File: config.mk
export PLATFORM = sky130hd
export DESIGN_NAME = boton_acondicionador_flat
export DESIGN_NICKNAME = d
export VERILOG_FILES = /design/src/rtl/boton_acondicionador_if.sv /design/src/rtl/boton_acondicionador.sv /design/src/flat_wrapper.sv
export SDC_FILE = /design/constraint.sdc
export NUM_CORES = 1
export LEC_CHECK = 0
export ABC_CLOCK_PERIOD_IN_PS = 2350
export BUFFER_PORTS_ARGS = -buffer_cell sky130_fd_sc_hd__clkbuf_2
export CAP_MARGIN = 20
export CORE_MARGIN = 2
export CORE_UTILIZATION = 45
export DETAILED_ROUTE_END_ITERATION = 10
export HOLD_SLACK_MARGIN = 0.1
export PLACE_DENSITY = 0.69
export REMOVE_ABC_BUFFERS = 1
export SYNTH_ARGS = -nofsm -noshare
export SYNTH_HDL_FRONTEND = slang
export SYNTH_SLANG_ARGS = --single-unit
File: constraint.sdc
create_clock -name clk -period 2.35 [get_ports clk]
set_input_delay 0.235 -clock clk [delete_from_list [all_inputs] [get_ports clk]]
set_output_delay 0.235 -clock clk [all_outputs]
set_load 0.1 [all_outputs]
File: src/rtl/boton_acondicionador_if.sv
// Button conditioner bundle: raw pins in; debounced level, press pulse and long-press pulse out.
interface boton_acondicionador_if #(
   parameter int unsigned N_BTN = 2
);
   logic [N_BTN-1:0] btn_raw;
   logic [N_BTN-1:0] btn_estable;
   logic [N_BTN-1:0] btn_pulso;
   logic [N_BTN-1:0] btn_largo;

   modport master (
      output btn_raw,
      input  btn_estable,
      input  btn_pulso,
      input  btn_largo
   );

   modport slave (
      input  btn_raw,
      output btn_estable,
      output btn_pulso,
      output btn_largo
   );
endinterface

File: src/rtl/boton_acondicionador.sv
// Push-button front end: 2-FF synchroniser, debounce, press pulse per channel.
// Define HOLD_DETECT_EN to add the per-channel long-press pulse on btn_largo.
module boton_acondicionador #(
   parameter int unsigned N_BTN       = 2,
   parameter int unsigned DEB_CYCLES  = 16,
   parameter int unsigned HOLD_CYCLES = 64,
   parameter bit          ACTIVO_BAJO = 1'b0
) (
   input logic                   clk,
   input logic                   reset,
   boton_acondicionador_if.slave bus
);
   localparam int unsigned     DebW    = $clog2(DEB_CYCLES + 1);
   localparam logic [DebW-1:0] DebLast = DebW'(DEB_CYCLES - 1);

   if (DEB_CYCLES < 2) begin : g_bad_deb
      $error("DEB_CYCLES must be at least 2");
   end
   if (HOLD_CYCLES <= DEB_CYCLES) begin : g_bad_hold
      $error("HOLD_CYCLES must exceed DEB_CYCLES");
   end

   logic [N_BTN-1:0] raw_pressed;
   assign raw_pressed = bus.btn_raw ^ {N_BTN{ACTIVO_BAJO}};

   for (genvar i = 0; i < N_BTN; i++) begin : g_ch
      logic            sync1_q, sync1_d;
      logic            sync2_q, sync2_d;
      logic            estable_q, estable_d;
      logic            pulso_q, pulso_d;
      logic [DebW-1:0] deb_cnt_q, deb_cnt_d;

      // Any sample matching the accepted level restarts the count, so bounces never accumulate.
      always_comb begin
         sync1_d   = raw_pressed[i];
         sync2_d   = sync1_q;
         estable_d = estable_q;
         pulso_d   = 1'b0;
         deb_cnt_d = '0;
         if (sync2_q != estable_q) begin
            if (deb_cnt_q == DebLast) begin
               estable_d = sync2_q;
               pulso_d   = sync2_q;
            end else begin
               deb_cnt_d = deb_cnt_q + 1'b1;
            end
         end
      end

      always_ff @(posedge clk) begin
         if (reset) begin
            sync1_q   <= 1'b0;
            sync2_q   <= 1'b0;
            estable_q <= 1'b0;
            pulso_q   <= 1'b0;
            deb_cnt_q <= '0;
         end else begin
            sync1_q   <= sync1_d;
            sync2_q   <= sync2_d;
            estable_q <= estable_d;
            pulso_q   <= pulso_d;
            deb_cnt_q <= deb_cnt_d;
         end
      end

      assign bus.btn_estable[i] = estable_q;
      assign bus.btn_pulso[i]   = pulso_q;

`ifdef HOLD_DETECT_EN
      localparam int unsigned      HoldW    = $clog2(HOLD_CYCLES + 1);
      localparam logic [HoldW-1:0] HoldMax  = HoldW'(HOLD_CYCLES);
      localparam logic [HoldW-1:0] HoldLast = HoldW'(HOLD_CYCLES - 1);

      logic [HoldW-1:0] hold_cnt_q, hold_cnt_d;
      logic             largo_q, largo_d;

      // Saturation keeps the HoldLast match to a single cycle per press.
      always_comb begin
         hold_cnt_d = '0;
         largo_d    = 1'b0;
         if (estable_q) begin
            hold_cnt_d = (hold_cnt_q == HoldMax) ? hold_cnt_q : hold_cnt_q + 1'b1;
            largo_d    = (hold_cnt_q == HoldLast);
         end
      end

      always_ff @(posedge clk) begin
         if (reset) begin
            hold_cnt_q <= '0;
            largo_q    <= 1'b0;
         end else begin
            hold_cnt_q <= hold_cnt_d;
            largo_q    <= largo_d;
         end
      end

      assign bus.btn_largo[i] = largo_q;
`else
      assign bus.btn_largo[i] = 1'b0;
`endif
   end
endmodule
File: src/flat_wrapper.sv
// flat-port wrapper written by rule: the top's interface ports become plain ports
module boton_acondicionador_flat 
#(
   parameter int unsigned N_BTN       = 2,
   parameter int unsigned DEB_CYCLES  = 16,
   parameter int unsigned HOLD_CYCLES = 64,
   parameter bit          ACTIVO_BAJO = 1'b0
)
  (clk, reset, bus_btn_raw, bus_btn_estable, bus_btn_pulso, bus_btn_largo);
  boton_acondicionador_if #(.N_BTN(N_BTN)) bus_i ();
  input logic clk;
  input logic reset;
  input wire logic [$bits(bus_i.btn_raw)-1:0] bus_btn_raw;
  output wire logic [$bits(bus_i.btn_estable)-1:0] bus_btn_estable;
  output wire logic [$bits(bus_i.btn_pulso)-1:0] bus_btn_pulso;
  output wire logic [$bits(bus_i.btn_largo)-1:0] bus_btn_largo;
  assign bus_i.btn_raw = bus_btn_raw;
  assign bus_btn_estable = bus_i.btn_estable;
  assign bus_btn_pulso = bus_i.btn_pulso;
  assign bus_btn_largo = bus_i.btn_largo;
  boton_acondicionador #(.N_BTN(N_BTN), .DEB_CYCLES(DEB_CYCLES), .HOLD_CYCLES(HOLD_CYCLES), .ACTIVO_BAJO(ACTIVO_BAJO)) u_core (.clk(clk), .reset(reset), .bus(bus_i));
endmodule
# Word-level counts from Yosys, hierarchy flattened
# Cells that the tools add are included.
# W data, S select, Z words.
# classes
magnitude_cmp,0
eq_ne,4
mul,0
bitwise,4
n_mux,0
addsub,2
reduce_logical,6
n_shift,0
n_div,0
# ops
cell,n
$reduce_or A3 Y1,4
$add A5 B1 Y5 const B,2
$eq A5 B4 Y1 const B,2
$not A1 Y1,4
$reduce_and A2 Y1,2
$ne A1 B1 Y1,2
# word_totals
inputBits,4
ramBits,0
n_memories,0
latch_bits,0
romBits,0
wordCells,26
output_inout_bits,6
ff_bits,18

# Longest topological paths before layout
# Gate-level depths: netlist of run 1.
# depth
ltp_word,3
ltp_mapped,5
depth_no_buf,5

# Least setup slack after synthesis of run 1
# OpenSTA, ideal clock, no wires.
# synth_path
path_kind,register to register
from,register u_core.g_ch[1].deb_cnt_q[0]
to,register u_core.g_ch[1].deb_cnt_q[2]
required_ns,2.286
t_arrival_ns,1.383
setup_ns,0.064
slack_ns,0.903
period_less_slack_ns,1.447
stages_incl_launch_ff,6
n_path_buf,0
cell_sequence,dfxtp_1 -> ha_1 -> and3_1 -> ha_1 -> or3_4 -> nor2_1
# synth_between
elab_chain_len,2
word_cells_on_any_way,3
classes_between,1 x add/sub; 1 x eq/ne; 1 x reduce/logical
# synth_lines
element,line_no,rtl
start: declaration,boton_acondicionador.sv:31,"logic [DebW-1:0] deb_cnt_q, deb_cnt_d;"
start signal: assignment,boton_acondicionador.sv:62,deb_cnt_q <= deb_cnt_d;
branches (longest 2 deep; another with $add A5 B1 Y5),-,
# Several ways; the timed one is not identified.
# A chain may end at the register's enable or synchronous reset.

# Final worst setup path of run 1
# layout_path
from,register u_core.g_ch[1].deb_cnt_q[0]
to,register u_core.g_ch[1].deb_cnt_q[3]
# Same word-level chain as after synthesis.

==> metrics.md, run 1 <==
| Metric | Value |
|---|---|
| Clock tree root driver cell | `clkbuf_4` |
| Aggregate global routing overflow | `0` |
| Setup violation total in the final timing report | `0` |
| Share of final-layout standard cells stronger than drive strength 1 | `0.211` |
| Combinational Power Share | `0.049` |
| Latest clock arrival within the worst-skew pair | `280 ps` |
| Internal portion of total power | `0.410 mW` |
| Relative area change from synthesis to final layout | `7.29%` |
| Leakage power summed over all cells | `0.304 nW` |
| Number of rows created at floorplan | `14` |
| Final Critical Period | `1550 ps` |
| Final Cycle Share | `0.659` |
| Number of levels in the clock H-tree | `1` |
| Tightest Hold Check Type | `input port to flip-flop` |
| Detail-routed via count per cell | `4.52` |
| Clock tree from TritonCTS | `done` |
| Global placement routability congestion | `0.622` |
| Die Ht | `43.1 um` |
| Clk_skew | `1.75 ps` |
| RSZ-0062 raised after global routing | `no` |
| Clock Power Share | `0.349` |
| Classification of the worst setup path | `flip-flop to flip-flop` |
| Transition at the pin with the smallest max-transition slack | `546 ps` |
| Number of unique standard cell types used by synthesis | `14` |
| Peak fanout along the critical path | `5` |
| Warnings, synthesis | `0` |
| Drt first-iter violations | `1` |
| Type of destination of the critical path | `flip-flop` |
| NumNets Final | `80` |
| Data arrival time at the worst-slack endpoint | `1780 ps` |
| Number of cells in the finished layout apart from fillers | `87` |
| Half-perimeter wire length of the detailed placement result | `628 um` |
| Number of slew-limit violations in the final report | `0` |
| Wirelength, routed | `859 um` |
| Worst relative slew slack | `0.638` |
| Portion of the post-synthesis area used by sequential elements | `0.525` |
| Num ports | `10` |
| Switching share of power | `0.208` |
| Number of global-route vias before repair | `406` |
| Psw | `0.107 mW` |
| Chip width | `43.1 um` |
| Syn Std Cell Area | `687 um2` |
| P per Cell Area | `702 nW/um2` |
| Syn_area_per_cell | `10.6 um2` |
| Sequential Power Share | `0.602` |
| Diodes inserted | `0` |
| Post-CTS Resized | `0` |
| Avg WL per Cell | `9.87 um` |
| Largest vdd supply drop | `0.000387 V` |
| Setup TNS Final | `0 ps` |
| First-pass GRT wire length | `1640 um` |
| Initial core utilization | `0.467` |
| Status | `complete, no violations` |
| Number of antenna violations at the first check in global routing | `0` |
| Required time of the worst setup path | `2580 ps` |
| PortBufs | `7` |
| TritonCTS Buffers | `3` |
| Worst-case clock buffer depth | `2` |
| Clock sink count | `18` |
| DRT Pass-1 Iters | `4` |
| Max Fclk | `645 MHz` |
| Startpoint class of the critical path | `flip-flop` |
| Post-synthesis sequential element count | `18` |
| Number of max-cap violations | `0` |
| GR Util All Layers | `0.123` |
| Clock transition at the register clock pins on the worst setup and hold paths after CTS | `90 ps` |
| Layout fillers | `143` |
| Count of vias placed by the detailed router | `393` |
| Total die area | `1860 um2` |
| Hold Vio Cnt, Final | `0` |
| Placed cells | `83` |
| Gate count of the mapped netlist | `65` |
| Antenna Nets Post-Route | `0` |
| Post-CTS Repair Setup Buffers | `0` |
| Number of remaining DRC errors | `0` |
| Number of hold-repair buffers added at the cts stage | `0` |
| Core box area | `1470 um2` |
| Largest net degree at the start of global routing | `11` |
stage by stage:
| stage | setup WS (ps) | hold slack [ps] | area, um2 | utilization | power (mW) |
|---|---|---|---|---|---|
| final | 800 | 159 | 737 | 0.501 | 0.517 |
| after global routing | 676 | 136 | 737 | 0.501 | 0.549 |
| after CTS | 785 | 150 | 737 | 0.501 | 0.528 |
| after detailed placement | 801 | 430 | 701 | 0.476 | 0.344 |
| after global placement | 843 | 420 | 701 | 0.476 | 0.343 |
| after floorplan | 711 | 307 | 646 | - | 0.338 |
synthesized netlist by cell type:
| master | number | area (um2) |
|---|---|---|
| dfxtp_1 | 18 | 360 |
| nor2_1 | 12 | 45.0 |
| buf_4 | 6 | 45.0 |
| ha_1 | 4 | 50.1 |
| inv_1 | 4 | 15.0 |
| nor2b_1 | 4 | 25.0 |
| xnor2_1 | 4 | 35.0 |
| and3_1 | 2 | 12.5 |
| and4bb_2 | 2 | 25.0 |
| mux2i_1 | 2 | 20.0 |
| nand3_1 | 2 | 10.0 |
| or3_4 | 2 | 22.5 |
| xor2_1 | 2 | 17.5 |
| conb_1 | 1 | 3.75 |
placed cells by master (no fill, tap or decap), drive strengths merged:
| cell | Yosys | routed |
|---|---|---|
| conb | 1 | 2 |
| xnor2 | 4 | 4 |
| or3 | 2 | 2 |
| nor2b | 4 | 4 |
| nor2 | 12 | 12 |
| ha | 4 | 4 |
| and4bb | 2 | 2 |
| xor2 | 2 | 2 |
| nand3 | 2 | 2 |
| mux2i | 2 | 2 |
| dfxtp | 18 | 18 |
| clkbuf | 0 | 11 |
| inv | 4 | 4 |
| and3 | 2 | 2 |
final cells by class:
type,count,area (um2),area share
clock buffers,4,36.3,0.0492
inverters,4,15.0,0.0204
multi-input cells,38,270,0.367
flip-flops and latches,18,360,0.489
well taps,16,20.0,0.0272
repair buffers,7,35.0,0.0475
logic make-up (layout without fill, tap and decap cells):
logic type               count (synthesis)  after routing  share of synthesized area
XOR/XNOR                                 6              6                     0.0765
AND/OR/NAND/NOR                         24             24                      0.204
buffers and inverters                   10             15                     0.0874
other                                    1              2                    0.00546
multiplexers                             2              2                     0.0291
flip-flops                              18             18                      0.525
adder cells (fa/ha/maj)                  4              4                     0.0729
per-layer routing:
metal / global-route usage / wire length [um] / part of all wire / vias up
met2: 0.176 / 370 / 0.43 / 12
met4: 0.0727 / 4 / 0.0047 / 0
li1: - / - / - / 210
met3: 0.0723 / 53 / 0.062 / 2
met5: 0 / 0 / 0 / -
met1: 0.140 / 430 / 0.50 / 169
critical path: stages (launching register included):
cell and delay [ps]:
dfxtp_1 340, ha_1 220, and3_1 190, ha_1 220
or3_4 430, nor2_1 100
path summary, 6_finish.rpt:
path / startpoint / endpoint / slack, ps / depth (start not counted)
worst max-delay path: u_core.g_ch[1].deb_cnt_q[0] / u_core.g_ch[1].deb_cnt_q[3] / 800 / 5
worst min-delay path: bus_btn_raw[1] / u_core.g_ch[1].sync1_q / 160 / 2
worst max register to register: u_core.g_ch[1].deb_cnt_q[0] / u_core.g_ch[1].deb_cnt_q[3] / 800 / 5
worst min register to register: u_core.g_ch[1].sync1_q / u_core.g_ch[1].sync2_q / 450 / 1
state kept, by name, summed over array words and instances, names as in the netlist:
name	cells
u_core.g_ch.deb_cnt_q	10
u_core.g_ch.pulso_q	2
u_core.g_ch.sync1_q	2
u_core.g_ch.sync2_q	2
u_core.g_ch.estable_q	2
power by group through the flow:
stage                     Sequential, mW  Combinational [mW]  Clock (mW)
after floorplan                    0.318              0.0205           0
after global placement             0.318              0.0251           0
after detailed placement           0.318              0.0255           0
after CTS                          0.311              0.0256       0.191
after global routing               0.312              0.0271       0.209
final                              0.311              0.0254       0.180
No activity file was read; power rests on OpenSTA's default activity.
==> run 2: changes to the inputs <==
Settings changed: ABC_CLOCK_PERIOD_IN_PS 2350 to 1300, PLACE_DENSITY 0.69 to 0.72.
Clock period 2.35 ns to 1.3 ns, I/O delays scaled along.
==> metrics.md, run 2 (synthesis gave the netlist of run 1 again) <==
| Metric | Value |
|---|---|
| Peak fanout along the critical path | `5 (unchanged)` |
| Chip width | `43.1 um (unchanged)` |
| Clk_skew | `1.55 ps (-0.191 ps)` |
| Wirelength, routed | `1110 um (+29%)` |
| Number of cells traversed by the worst hold path | `2 (unchanged)` |
| Layout fillers | `116 (-19%)` |
| Number of global-route vias before repair | `440 (+8.4%)` |
| Startpoint class of the critical path | `flip-flop` |
| Number of cells in the finished layout apart from fillers | `99 (+14%)` |
| Number of antenna violations at the first check in global routing | `0 (unchanged)` |
| Register with the highest flop count | `u_core.g_ch.deb_cnt_q` |
| Clock sink count | `18 (unchanged)` |
| PortBufs | `7 (unchanged)` |
| Leakage power summed over all cells | `0.364 nW (+20%)` |
| Number of rows created at floorplan | `14 (unchanged)` |
| Largest net degree at the start of global routing | `11 (unchanged)` |
| Initial core utilization | `0.467 (unchanged)` |
| Tightest Hold Check Type | `input port to flip-flop` |
| Overall Power | `0.946 mW (+83%)` |
| Half-perimeter wire length of the detailed placement result | `701 um (+12%)` |
| Diodes inserted | `0 (unchanged)` |
| Launch point of the critical path | `u_core.g_ch[1].deb_cnt_q[0]` |
| Clock tree from TritonCTS | `done` |
| Relative area change from synthesis to final layout | `38.6%` |
| Core box area | `1470 um2 (unchanged)` |
| Placed cells | `90 (+8.4%)` |
| Classification of the worst setup path | `flip-flop to flip-flop` |
| Clock transition at the register clock pins on the worst setup and hold paths after CTS | `100 ps (about the same)` |
| GR Util All Layers | `0.131 (+0.00756)` |
| First-pass GRT wire length | `1770 um (+8.4%)` |
| Final Cycle Share | `1.05 (+0.386)` |
| Hold Vio Cnt, Final | `0 (unchanged)` |
| Start point of the worst hold path | `reset` |
| Largest vdd supply drop | `0.000867 V (+120%)` |
| Aggregate global routing overflow | `0 (unchanged)` |
| Worst-case clock buffer depth | `2 (unchanged)` |
| Data arrival time at the worst-slack endpoint | `1580 ps (-200 ps)` |
| R2R Path Start | `u_core.g_ch[1].deb_cnt_q[0]` |
| Antenna Nets Post-Route | `0 (unchanged)` |
| NumNets Final | `92 (+15%)` |
| Most common cell after layout, fill and taps aside | `dfxtp_1` |
| Count of vias placed by the detailed router | `446 (+13%)` |
| Clock tree root driver cell | `clkbuf_4` |
| Number of levels in the clock H-tree | `1 (unchanged)` |
| Number of remaining DRC errors | `0 (unchanged)` |
| Global placement routability congestion | `0.631 (+1.5%)` |
| Detail-routed via count per cell | `4.51 (-0.27%)` |
| Type of destination of the critical path | `flip-flop` |
| DRT Pass-1 Iters | `3 (-1)` |
| Final Critical Period | `1360 ps (-190 ps)` |
| Max Fclk | `735 MHz (+14%)` |
| Die Ht | `43.1 um (unchanged)` |
| Reg2reg path depth | `5 (unchanged)` |
| P per Cell Area | `993 nW/um2 (+42%)` |
| Violations in the final reports | `negative setup slack` |
| Worst relative slew slack | `0.643 (+0.00570)` |
| Number of max-cap violations | `0 (unchanged)` |
| Final worst slack | `-59.7 ps (-860 ps)` |
| Num ports | `10 (unchanged)` |
| Drt first-iter violations | `9 (+8)` |
| TritonCTS Buffers | `3 (unchanged)` |
| Total die area | `1860 um2 (unchanged)` |
| Transition at the pin with the smallest max-transition slack | `537 ps (-8.59 ps)` |
| Avg WL per Cell | `11.2 um (+13%)` |
| Share of final-layout standard cells stronger than drive strength 1 | `0.518 (+0.307)` |
| Max reg flops | `10 (unchanged)` |
| Commonest cells after routing, fill and taps aside | `dfxtp_1 (14), buf_4 (9), nor2_2 (7)` |
| Number of slew-limit violations in the final report | `0 (unchanged)` |
| Status | `finished, violations left` |
| Required time of the worst setup path | `1520 ps (-1060 ps)` |
| Setup violation total in the final timing report | `10 (+10)` |
| Latest clock arrival within the worst-skew pair | `280 ps (about the same)` |
| RSZ-0062 raised after global routing | `yes` |
run 2: changes by cell type in the layout (fill, tap and decap cells not counted), moves of 4 or more:
cell	previous run	this run
dfxtp_2	0	4
ha_1	4	0
nor2_2	0	7
buf_4	0	9
dfxtp_1	18	14
ha_4	0	4
nor2_1	12	5
run 2: final cells by class:
cell class | instances | area (um2) | area share
Multi-Input combinational cell | 38 | 352 | 0.369
Inverter | 4 | 15.0 | 0.0158
Timing Repair Buffer | 19 | 164 | 0.172
Tap cell | 16 | 20.0 | 0.0210
Clock buffer | 4 | 36.3 | 0.0381
Sequential cell | 18 | 365 | 0.384
run 2: what timing repair did:
item / 4_1_cts / 5_1_grt
pin swaps: 9 / 4
buffers inserted: 1 / 2
setup endpoints to repair: 14 / 14
hold buffers: 2 / 0
cloned: 0 / 0
endpoints found under the hold margin: 2 / 0
resized for setup: 10 / 13
run 2: path summary, 6_finish.rpt:
check                                 to  slack, ps
min             u_core.g_ch[0].estable_q        130
min reg2reg       u_core.g_ch[0].sync2_q        450
max reg2reg  u_core.g_ch[1].deb_cnt_q[2]        -60
max          u_core.g_ch[1].deb_cnt_q[2]        -60
run 2: metrics by stage:
step            util  setup TNS, ps  hold slack [ps]  area (um2)  setup WS, ps
2_1_floorplan      -          -3460              202         646          -339
3_3_place_gp   0.532          -1270              345         783          -151
3_5_place_dp   0.532          -1780              351         783          -185
4_1_cts        0.605           -358              127         890         -53.9
5_1_grt        0.647           -767              133         952         -92.5
6_report       0.647           -432              130         952         -59.7
run 2: report_power, final:
| group | total [mW] | switching, mW | leakage, nW | internal, mW |
|---|---|---|---|---|
| Clock | 0.325 | 0.155 | 0.0210 | 0.170 |
| Combinational | 0.0566 | 0.0379 | 0.195 | 0.0187 |
| Sequential | 0.564 | 0.00504 | 0.148 | 0.559 |
run 2: worst max-delay path: stages, from the launching register on:
cell     delay (ps)
dfxtp_2         350
ha_4            150
and3_4          180
ha_4            160
or3_4           360
nor2_1          110
run 2: per-layer routing:
layer,wire (um),GRT usage,up-vias
li1,-,-,235
met1,561,0.189,204
met2,516,0.179,7
met3,30,0.0255,0
met4,0,0.0727,0
met5,0,0,-
==> run 3: changes to the inputs <==
Settings changed: CORE_ASPECT_RATIO set to 1.4, CORE_UTILIZATION 45 to 30, PLACE_DENSITY 0.72 to 0.53.
==> metrics.md, run 3 (synthesis gave the netlist of run 1 again) <==
| Metric | Value |
|---|---|
| Register with the highest flop count | `u_core.g_ch.deb_cnt_q` |
| Number of antenna violations at the first check in global routing | `0 (unchanged)` |
| Cell family with the largest share of critical-path delay | `simple AND/OR/NAND/NOR gates` |
| Worst relative slew slack | `0.641 (-0.00266)` |
| Worst-case clock buffer depth | `2 (unchanged)` |
| Initial core utilization | `0.316 (-0.151)` |
| Number of slew-limit violations in the final report | `0 (unchanged)` |
| Largest vdd supply drop | `0.000652 V (-25%)` |
| Antenna Nets Post-Route | `0 (unchanged)` |
| Launch point of the critical path | `u_core.g_ch[1].deb_cnt_q[0]` |
| Reg2reg path depth | `5 (unchanged)` |
| Aggregate global routing overflow | `0 (unchanged)` |
| Dominant cell type by count on the critical path | `ha_4` |
| Number of cells in the finished layout apart from fillers | `103 (+4.0%)` |
| Max reg flops | `10 (unchanged)` |
| Worst setup path endpoint | `u_core.g_ch[1].deb_cnt_q[0]` |
| Reg-to-reg slack, setup | `-60 ps (about the same)` |
| Latest clock arrival within the worst-skew pair | `280 ps (about the same)` |
| Leakage power summed over all cells | `0.349 nW (-4.1%)` |
| Type of destination of the critical path | `flip-flop` |
| Total die area | `2690 um2 (+45%)` |
| Wirelength, routed | `1010 um (-8.7%)` |
| Clock sink count | `18 (unchanged)` |
| Peak fanout along the critical path | `5 (unchanged)` |
| Total non-filler cell area in the finished layout | `918 um2 (-3.5%)` |
| Final Critical Period | `1360 ps (+3.16 ps)` |
| Half-perimeter wire length of the detailed placement result | `650 um (-7.4%)` |
| Commonest cells after routing, fill and taps aside | `dfxtp_1 (14), buf_4 (11), nor2_1 (8)` |
| Drt first-iter violations | `7 (-2)` |
| Largest net degree at the start of global routing | `11 (unchanged)` |
| Transition at the pin with the smallest max-transition slack | `541 ps (+4.01 ps)` |
| Violations in the final reports | `negative setup slack` |
| Avg WL per Cell | `9.82 um (-12%)` |
| First-pass GRT wire length | `1790 um (+1.2%)` |
| Core box area | `2180 um2 (+48%)` |
| Setup violation total in the final timing report | `10 (unchanged)` |
| Share of final-layout standard cells stronger than drive strength 1 | `0.457 (-0.0613)` |
| Data arrival time at the worst-slack endpoint | `1580 ps (about the same)` |
| Chip width | `44.4 um (+3.2%)` |
| Die Ht | `60.6 um (+41%)` |
| Classification of the worst setup path | `flip-flop to flip-flop` |
| PortBufs | `7 (unchanged)` |
| R2R Path Start | `u_core.g_ch[1].deb_cnt_q[0]` |
| Final Cycle Share | `1.05 (+0.00243)` |
| Number of gates on the worst path with buffers counted | `5 (unchanged)` |
| Worst flop-to-flop path endpoint | `u_core.g_ch[1].deb_cnt_q[0]` |
| Count of vias placed by the detailed router | `441 (-1.1%)` |
| Number of levels in the clock H-tree | `1 (unchanged)` |
| Global placement routability congestion | `0.653 (+3.4%)` |
| Status | `finished, violations left` |
| CP max-delay cell | `or3_4` |
| Buffering stage count on the worst path with inverters included | `0 (unchanged)` |
| Startpoint class of the critical path | `flip-flop` |
| Clk_skew | `1.98 ps (+0.421 ps)` |
| Placed cells | `96 (+6.7%)` |
| Layout fillers | `208 (+79%)` |
| Clock tree root driver cell | `clkbuf_4` |
| Relative area change from synthesis to final layout | `33.7%` |
| NumNets Final | `91 (-1.1%)` |
| Number of rows created at floorplan | `20 (+6)` |
| Crit-path max cell delay | `360 ps (about the same)` |
| Final worst slack | `-62.9 ps (-3.16 ps)` |
| P per Cell Area | `950 nW/um2 (-4.4%)` |
| Required time of the worst setup path | `1520 ps (about the same)` |
| DRT Pass-1 Iters | `3 (unchanged)` |
| Overall Power | `0.872 mW (-7.8%)` |
| GR Util All Layers | `0.0940 (-0.0366)` |
| Number of global-route vias before repair | `455 (+3.4%)` |
| Detail-routed via count per cell | `4.28 (-5.0%)` |
| Number of remaining DRC errors | `0 (unchanged)` |
| Hold Vio Cnt, Final | `0 (unchanged)` |
| Cell breakdown of the critical path | `ha_4, and3_4, ha_4, or3_4, nor2_2` |
| Cell area after placement | `781 um2 (-0.32%)` |
| Max Fclk | `734 MHz (-0.23%)` |
| Number of max-cap violations | `0 (unchanged)` |
| Tightest Hold Check Type | `input port to flip-flop` |
| Clock transition at the register clock pins on the worst setup and hold paths after CTS | `90 ps (about the same)` |
| Num ports | `10 (unchanged)` |
| Diodes inserted | `0 (unchanged)` |
| RSZ-0062 raised after global routing | `yes` |
| TritonCTS Buffers | `3 (unchanged)` |
| Most common cell after layout, fill and taps aside | `dfxtp_1` |
| Clock tree from TritonCTS | `done` |
## run 3: changes by cell type in the layout (fill, tap and decap cells not counted)
cell | previous run | this run
buf_12 | 2 | 1
clkbuf_8 | 1 | 0
buf_6 | 1 | 0
nor2_2 | 7 | 3
clkbuf_2 | 5 | 4
nor2_4 | 0 | 1
buf_4 | 9 | 11
mux2i_2 | 1 | 0
mux2i_1 | 1 | 2
nor2_1 | 5 | 8
## run 3: worst register-to-register path: cells and delay by family, from the launching register on
family        cells  cell delay, ps
fa+ha+maj         2             310
flops             1             340
simple gates      3             660
## run 3: how the worst min path moves through the flow
stage	slack (ps)	end	depth (start not counted)	startpoint
after detailed placement	350	u_core.g_ch[0].sync1_q	2	bus_btn_raw[0]
after CTS	140	u_core.g_ch[1].sync2_q	2	reset
after floorplan	200	u_core.g_ch[0].sync1_q	1	reset
after global routing	140	u_core.g_ch[0].sync1_q	2	reset
final	150	u_core.g_ch[1].sync2_q	2	reset
after global placement	340	u_core.g_ch[0].sync1_q	2	bus_btn_raw[0]
## run 3: timing repair
action                                  in CTS  in global routing
endpoints found under the setup margin      14                 12
hold buffers                                 2                  0
buffers inserted                             2                  0
gates resized for setup                     14                  5
hold endpoints to repair                     2                  0
pin swaps                                   10                  0
## run 3: cell type report
class	count	area [um2]	area share
flip-flops and latches	18	365	0.398
clock buffers	3	22.5	0.0245
inverters	4	15.0	0.0163
multi-input cells	38	345	0.376
repair buffers	18	143	0.155
well taps	22	27.5	0.0300
## run 3: metrics by stage
stage,utilization,setup TNS [ps],hold WS [ps],setup slack [ps]
CTS,0.415,-361,138,-60.2
global route,0.422,-963,145,-112
floorplan,-,-3460,202,-339
global placement,0.359,-1410,344,-170
finish,0.422,-432,147,-62.9
detailed placement,0.359,-1610,349,-182
## run 3: power breakdown
group	leakage (nW)	switching, mW	internal [mW]
combinational	0.187	0.0378	0.0186
clock	0.0138	0.145	0.107
sequential	0.148	0.00452	0.559
## run 3: layer usage
metal,share of wire,GRT usage,vias up
li1,-,-,234
met1,0.46,0.103,198
met2,0.50,0.149,7
met3,0.028,0.0179,2
met4,0.016,0.0909,0
met5,0,0,-
